<file path="src/rtl/rv32i_pkg.sv">
// rv32i_pkg: shared op codes, field constants and per-op control lookup for RV32I encode/decode
package rv32i_pkg;
  typedef enum logic [4:0] {
    OP_ADD, OP_SUB, OP_AND, OP_OR, OP_SLL, OP_SRL,
    OP_ADDI, OP_ANDI, OP_ORI, OP_LW, OP_JALR,
    OP_SLLI, OP_SRLI, OP_SW, OP_BEQ, OP_BNE,
    OP_LUI, OP_AUIPC, OP_JAL
  } op_e;
  typedef enum logic [2:0] {IMM_NONE, IMM_I, IMM_SH, IMM_S, IMM_B, IMM_U, IMM_J} imm_src_e;
  typedef enum logic [1:0] {IDLE, LOAD, DRAIN} state_e;
  localparam logic [6:0] OPC_R     = 7'h33;
  localparam logic [6:0] OPC_I     = 7'h13;
  localparam logic [6:0] OPC_LOAD  = 7'h03;
  localparam logic [6:0] OPC_S     = 7'h23;
  localparam logic [6:0] OPC_B     = 7'h63;
  localparam logic [6:0] OPC_LUI   = 7'h37;
  localparam logic [6:0] OPC_AUIPC = 7'h17;
  localparam logic [6:0] OPC_JAL   = 7'h6F;
  localparam logic [6:0] OPC_JALR  = 7'h67;
  localparam logic [2:0] F3_ADD = 3'd0;
  localparam logic [2:0] F3_SLL = 3'd1;
  localparam logic [2:0] F3_LW  = 3'd2;
  localparam logic [2:0] F3_SW  = 3'd2;
  localparam logic [2:0] F3_SRL = 3'd5;
  localparam logic [2:0] F3_OR  = 3'd6;
  localparam logic [2:0] F3_AND = 3'd7;
  localparam logic [2:0] F3_BEQ = 3'd0;
  localparam logic [2:0] F3_BNE = 3'd1;
  localparam logic [6:0] F7_BASE = 7'h00;
  localparam logic [6:0] F7_SUB  = 7'h20;
  localparam logic [31:0] NOP = 32'h0000_0013;
  typedef struct packed {
    imm_src_e   src;
    logic [6:0] opc;
    logic [2:0] f3;
    logic [6:0] f7;
    logic       legal;
  } ctrl_t;
  function automatic ctrl_t op_ctrl(input logic [4:0] op);
    ctrl_t c;
    c = '{IMM_NONE, OPC_R, F3_ADD, F7_BASE, 1'b0};
    case (op)
      OP_ADD:   c = '{IMM_NONE, OPC_R, F3_ADD, F7_BASE, 1'b1};
      OP_SUB:   c = '{IMM_NONE, OPC_R, F3_ADD, F7_SUB, 1'b1};
      OP_AND:   c = '{IMM_NONE, OPC_R, F3_AND, F7_BASE, 1'b1};
      OP_OR:    c = '{IMM_NONE, OPC_R, F3_OR, F7_BASE, 1'b1};
      OP_SLL:   c = '{IMM_NONE, OPC_R, F3_SLL, F7_BASE, 1'b1};
      OP_SRL:   c = '{IMM_NONE, OPC_R, F3_SRL, F7_BASE, 1'b1};
      OP_ADDI:  c = '{IMM_I, OPC_I, F3_ADD, F7_BASE, 1'b1};
      OP_ANDI:  c = '{IMM_I, OPC_I, F3_AND, F7_BASE, 1'b1};
      OP_ORI:   c = '{IMM_I, OPC_I, F3_OR, F7_BASE, 1'b1};
      OP_LW:    c = '{IMM_I, OPC_LOAD, F3_LW, F7_BASE, 1'b1};
      OP_JALR:  c = '{IMM_I, OPC_JALR, F3_ADD, F7_BASE, 1'b1};
      OP_SLLI:  c = '{IMM_SH, OPC_I, F3_SLL, F7_BASE, 1'b1};
      OP_SRLI:  c = '{IMM_SH, OPC_I, F3_SRL, F7_BASE, 1'b1};
      OP_SW:    c = '{IMM_S, OPC_S, F3_SW, F7_BASE, 1'b1};
      OP_BEQ:   c = '{IMM_B, OPC_B, F3_BEQ, F7_BASE, 1'b1};
      OP_BNE:   c = '{IMM_B, OPC_B, F3_BNE, F7_BASE, 1'b1};
      OP_LUI:   c = '{IMM_U, OPC_LUI, F3_ADD, F7_BASE, 1'b1};
      OP_AUIPC: c = '{IMM_U, OPC_AUIPC, F3_ADD, F7_BASE, 1'b1};
      OP_JAL:   c = '{IMM_J, OPC_JAL, F3_ADD, F7_BASE, 1'b1};
      default:  c = '{IMM_NONE, OPC_R, F3_ADD, F7_BASE, 1'b0};
    endcase
    return c;
  endfunction
endpackage

</file>
<file path="src/rtl/rv32i_encode_comb.sv">
// rv32i_encode_comb: combinational descriptor to RV32I word with range/legality check
module rv32i_encode_comb
  import rv32i_pkg::*;
(
  input  logic [4:0]  op,
  input  logic [4:0]  rd,
  input  logic [4:0]  rs1,
  input  logic [4:0]  rs2,
  input  logic [31:0] imm,
  output logic [31:0] word,
  output logic        illegal
);
  ctrl_t c;
  logic [31:0] raw;
  logic ok;
  always_comb begin
    c = op_ctrl(op);
    raw = '0;
    ok = 1'b1;
    case (c.src)
      IMM_NONE: raw = {c.f7, rs2, rs1, c.f3, rd, c.opc};
      IMM_I: begin
        raw = {imm[11:0], rs1, c.f3, rd, c.opc};
        ok = &imm[31:11] || ~|imm[31:11];
      end
      IMM_SH: begin
        raw = {c.f7, imm[4:0], rs1, c.f3, rd, c.opc};
        ok = ~|imm[31:5];
      end
      IMM_S: begin
        raw = {imm[11:5], rs2, rs1, c.f3, imm[4:0], c.opc};
        ok = &imm[31:11] || ~|imm[31:11];
      end
      IMM_B: begin
        raw = {imm[12], imm[10:5], rs2, rs1, c.f3, imm[4:1], imm[11], c.opc};
        ok = (&imm[31:12] || ~|imm[31:12]) && !imm[0];
      end
      IMM_U: begin
        raw = {imm[31:12], rd, c.opc};
        ok = ~|imm[11:0];
      end
      IMM_J: begin
        raw = {imm[20], imm[10:1], imm[11], imm[19:12], rd, c.opc};
        ok = (&imm[31:20] || ~|imm[31:20]) && !imm[0];
      end
      default: ok = 1'b0;
    endcase
    illegal = !c.legal || !ok;
    word = illegal ? NOP : raw;
  end
endmodule

</file>
<file path="src/rtl/rv32i_instr_encoder.sv">
// rv32i_instr_encoder: streams encoded RV32I words into IMEM through a single-entry output register
module rv32i_instr_encoder
  import rv32i_pkg::*;
#(
  parameter int ADDR_W = 32,
  parameter int CNT_W  = 16
) (
  input  logic              clk,
  input  logic              rst,
  input  logic              start,
  input  logic [ADDR_W-1:0] base_addr,
  input  logic [CNT_W-1:0]  count,
  output logic              busy,
  output logic              done,
  input  logic              in_valid,
  output logic              in_ready,
  input  logic [4:0]        in_op,
  input  logic [4:0]        in_rd,
  input  logic [4:0]        in_rs1,
  input  logic [4:0]        in_rs2,
  input  logic [31:0]       in_imm,
  output logic              imem_we,
  input  logic              imem_ready,
  output logic [ADDR_W-1:0] imem_addr,
  output logic [31:0]       imem_wdata,
  output logic              err,
  output logic [ADDR_W-1:0] err_addr
);
  state_e state, state_n;
  logic [ADDR_W-1:0] next_addr;
  logic [CNT_W-1:0] remaining;
  logic [31:0] word;
  logic illegal, drained, accept;
  rv32i_encode_comb u_enc (
    .op(in_op),
    .rd(in_rd),
    .rs1(in_rs1),
    .rs2(in_rs2),
    .imm(in_imm),
    .word(word),
    .illegal(illegal)
  );
  assign drained = !imem_we || imem_ready;
  assign accept = in_valid && in_ready;
  always_ff @(posedge clk) state <= rst ? IDLE : state_n;
  always_comb begin
    state_n = state == IDLE ? (start ? (count == '0 ? DRAIN : LOAD) : IDLE)
            : state == LOAD ? (accept && remaining == CNT_W'(1) ? DRAIN : LOAD)
            : (drained ? IDLE : DRAIN);
  end
  always_comb begin
    busy = state != IDLE;
    in_ready = state == LOAD && drained;
    done = state == DRAIN && drained;
  end
  always_ff @(posedge clk) begin
    if (rst) begin
      imem_we <= 1'b0;
      imem_addr <= '0;
      imem_wdata <= '0;
      err <= 1'b0;
      err_addr <= '0;
      next_addr <= '0;
      remaining <= '0;
    end else begin
      if (state == IDLE && start) begin
        next_addr <= base_addr & ~ADDR_W'(3);
        remaining <= count;
        err <= 1'b0;
        err_addr <= '0;
      end
      if (accept) begin
        imem_we <= 1'b1;
        imem_addr <= next_addr;
        imem_wdata <= word;
        next_addr <= next_addr + ADDR_W'(4);
        remaining <= remaining - CNT_W'(1);
        if (illegal && !err) begin
          err <= 1'b1;
          err_addr <= next_addr;
        end
      end else if (imem_ready) begin
        imem_we <= 1'b0;
      end
    end
  end
endmodule
</file>
<file path="config.mk">
export PLATFORM = sky130hd
export DESIGN_NAME = rv32i_instr_encoder
export DESIGN_NICKNAME = d
export VERILOG_FILES = /design/src/rtl/rv32i_pkg.sv /design/src/rtl/rv32i_encode_comb.sv /design/src/rtl/rv32i_instr_encoder.sv
export SDC_FILE = /design/constraint.sdc
export NUM_CORES = 1
export LEC_CHECK = 0
export CELL_PAD_IN_SITES_DETAIL_PLACEMENT = 0
export CELL_PAD_IN_SITES_GLOBAL_PLACEMENT = 1
export CORE_ASPECT_RATIO = 1.5
export CORE_MARGIN = 2
export CORE_UTILIZATION = 46
export DETAILED_ROUTE_END_ITERATION = 7
export DONT_BUFFER_PORTS = 1
export PLACE_DENSITY_LB_ADDON = 0.1
export SLEW_MARGIN = 15
export SYNTH_ARGS = -nofsm -noshare
export SYNTH_HDL_FRONTEND = slang
export SYNTH_SLANG_ARGS = --single-unit
</file>
<file path="constraint.sdc">
create_clock -name clk -period 2.82 [get_ports clk]
set_input_delay 0.141 -clock clk [delete_from_list [all_inputs] [get_ports clk]]
set_output_delay 0.141 -clock clk [all_outputs]
set_load 0.05 [all_outputs]
</file>
==> metrics.md <==
| Metric | Value |
|---|---|
| Worst slew margin | `35.2%` |
| Routed Antenna Nets | `0` |
| Arrival @ worst endpoint | `2.90 ns` |
| Total CTS buffers | `17` |
| YS warnings | `0` |
| CP endpoint kind | `flip-flop` |
| Lkg Pwr | `3.07 nW` |
| Post-synthesis cell count | `891` |
| Slew @ Worst Pin | `0.970 ns` |
| Worst EP required | `3.15 ns` |
| Period Utilization, post-route | `91.2%` |
| Port bufs | `0` |
| Gpl congestion | `0.905` |
| Ys flop type | `dfxtp_1` |
| Sw Ratio | `27.5%` |
| WS Path Type | `input pin to flip-flop` |
| Combinational family with the most area after synthesis | `simple AND/OR/NAND/NOR gates` |
| Placed Cells | `1051` |
| Largest area contributor in the netlist | `dfxtp_1` |
| CTS Root Cell | `clkbuf_16` |
| Status | `finished clean` |
| Worst min-delay path category | `input pin to flip-flop` |
| WHS Endpoint | `next_addr[12]` |
| Router iterations before antenna repair | `8` |
| Synth Area in Compound Gates | `21.3%` |
| Logic pwr share | `12.7%` |
| Final setup vio count | `0` |
| Initial antenna violation count | `0` |
| XOR/XNOR Fraction of Synth Area | `0.363%` |
| Drt wl/cell | `19.9 um` |
| Final instance area | `8880 sq um` |
| Largest net degree at the start of global routing | `113` |
| Core area | `15500 sq um` |
| IO Pins | `206` |
| Layout cells sized above 1 | `8.60%` |
| Tmin final | `2.57 ns` |
| Layout filler cell count | `1402` |
| TNS Setup | `0 ns` |
| Sequential share of the synthesized area | `39.6%` |
| Global route total overflow | `0` |
| P_int | `3.84 mW` |
| Setup crit start kind | `input pin` |
| Clk slew on worst S/H paths | `0.06 ns` |
| Hold wc startpoint | `base_addr[12]` |
| Clock Latency Late Sink | `0.42 ns` |
| Initial core utilization | `46.7%` |
| HPWL Detailed | `15.8 mm` |
| Synth async-reset ratio | `0%` |
| Crit Reg-Reg Startpoint | `imem_we` |
| Mapped Avg Cell Area | `8.12 sq um` |
| Die area | `16800 sq um` |
| Post-synthesis register bit count | `143` |
| Fmax | `0.389 GHz` |
| # DRC | `0` |
| Final Hold Vio Count | `0` |
| Reg power frac | `42.9%` |
| DIE HEIGHT | `158 um` |
| Synth top area share | `39.6%` |
| Maximum VDD drop | `0.338 mV` |
| Layout Nets | `1067` |
| Die X | `106 um` |
| Global-route wire length before repair | `35.5 mm` |
| Drt initial violations | `474` |
| Clock share of power | `44.4%` |
| Row cnt | `56` |
| Fin cells | `1168` |
| Max-slew violation count | `0` |
| GRT Overall Usage | `27.0%` |
| Synth-to-layout area growth | `22.8%` |
| Vias in the first global route | `6972` |
| H-tree Lvls | `4` |
| TritonCTS clock tree | `done` |
| Switching pwr | `1.46 mW` |
| Vias per inst | `6.08` |
| ANT cells | `0` |
| Clock Skews | `0.0120 ns` |
| Synth cell types | `72` |
| Synth top area cells | `dfxtp_1, nand2_1, a21oi_1` |
| Number of synthesized flops with an enable pin | `0` |
| Area post-placement | `7390 sq um` |
| Sink Count | `143` |
| Final wirelength | `23.2 mm` |
| Worst Hold Path Cells | `4` |
| Worst reg2reg path depth | `7` |
| RSZ-0062 raised after global routing | `no` |
| Flop2flop setup slack | `0.27 ns` |
| Reg2reg end | `next_addr[5]` |
| Adder-cell area share of the yosys netlist | `1.56%` |
| Synth Area in Simple Gates | `27.0%` |
| CP Max Fanout | `15` |
| Max-cap viol count | `0` |
| Post-synthesis mux area share | `5.28%` |
| Post-CTS setup buffers | `0` |
| Cell Area, Synth | `7230 sq um` |
| Clk buf depth | `2` |
| Vias post-DR | `7104` |
| Pwr/cell area | `597 nW/um^2` |
[layer usage]
| layer | share of wire, % | vias to the layer above | global-route usage (%) |
|---|---|---|---|
| met5 | 0 | - | 0 |
| met4 | 3.3 | 0 | 12.0 |
| met3 | 7.3 | 73 | 7.12 |
| li1 | - | 3344 | - |
| met2 | 54 | 296 | 51.4 |
| met1 | 36 | 3391 | 27.2 |
[area by class of cell]
cell class                      count  area [sq um]  share of cell area, %
Clock inverter                     11           155                   1.75
Sequential cell                   143          2860                   32.2
Timing Repair Buffer              105          1060                   11.9
Multi-Input combinational cell    675          4050                   45.6
Clock buffer                       20           457                   5.14
Inverter                           11          41.3                  0.465
Tap cell                          203           254                   2.86
[placed cells by master, fill, tap and decap left out, types with 15 or more instances in the layout]
master,instances
nand2_1,158
dfxtp_1,143
dlygate4sd3_1,85
a21oi_1,82
nor2_1,54
mux2i_1,37
o21ai_0,36
nand2b_1,32
nand3_1,25
a22oi_1,25
nor3_1,20
nor4_1,17
clkbuf_16,17
buf_4,16
nand4_1,15
[timing repair]
action                                 CTS  global route
resized for setup                        0             0
hold buffers                            86             0
endpoints found under the hold margin  135             0
setup endpoints to repair                0             0
[Yosys cell counts, types with 3 or more instances]
library cell,n
o211ai_1,12
a221oi_1,10
a22oi_1,25
nor2b_1,8
mux2i_1,37
inv_1,11
nor3_1,20
dfxtp_1,143
nand3b_1,3
and3_1,10
ha_1,9
buf_6,7
nand4_1,15
nor4_1,17
buf_1,6
clkbuf_1,41
and2_1,4
o21a_1,4
o21ai_0,36
nor3b_1,3
o21ai_2,10
nor2_1,56
buf_2,5
or4_1,7
and4_1,6
nand2b_1,32
a311oi_1,3
nand2_1,158
a21oi_1,82
a31oi_1,12
buf_4,4
nand3_1,26
or3_1,5
a32oi_1,3
a22o_1,5
a21boi_0,4
a211oi_1,5
a21o_1,3
[power by group through the flow]
stage | combinational [mW] | clock (mW) | sequential, mW
floorplan | 0.446 | 0 | 2.28
global placement | 0.511 | 0 | 2.31
detailed placement | 0.522 | 0 | 2.32
CTS | 0.664 | 2.41 | 2.27
global route | 0.730 | 2.48 | 2.29
finish | 0.672 | 2.35 | 2.27
[worst max path at each step]
stage	depth (start not counted)	end	from	slack, ns
5_1_grt	8	imem_wdata[15]	in_op[4]	0.12
3_5_place_dp	7	imem_wdata[17]	in_op[4]	0.31
2_1_floorplan	7	next_addr[26]	next_addr[2]	0.64
6_report	8	imem_wdata[15]	in_op[4]	0.25
4_1_cts	7	next_addr[5]	imem_we	0.29
3_3_place_gp	7	imem_wdata[14]	in_op[4]	0.42
[registers in the layout (all words and copies together) (netlist names)]
signal and cells:
err_addr 32, imem_wdata 31, imem_addr 30, next_addr 30, remaining 16, state 2, err 1, imem_we 1
[critical path, stage by stage]
cell           delay, ns
nor4b_1             0.61
nor4_4              0.11
buf_4               0.21
nor3_1              0.48
o21a_1              0.45
a22oi_1             0.12
dlygate4sd3_1       0.60
o21ai_0             0.18
[kinds of logic after synthesis]
kind of cell               count (synthesis)
DFF                                      143
xor gates and xnor gates                   3
adders and majority gates                  9
and+or+nand+nor                          388
other                                      1
AOI/OAI and AO/OA                        235
muxes                                     38
buffers and inverters                     74
[metrics by stage]
stage	utilization, %	power (mW)	hold WS [ns]	worst slack, ns
final	57.3	5.30	0.0169	0.247
after global routing	57.3	5.50	0.0267	0.119
after CTS	57.3	5.34	0.00236	0.291
after detailed placement	47.7	2.84	0.226	0.313
after global placement	47.7	2.82	0.221	0.421
after floorplan	-	2.72	0.277	0.642
Power figures use the tool's default switching activity.
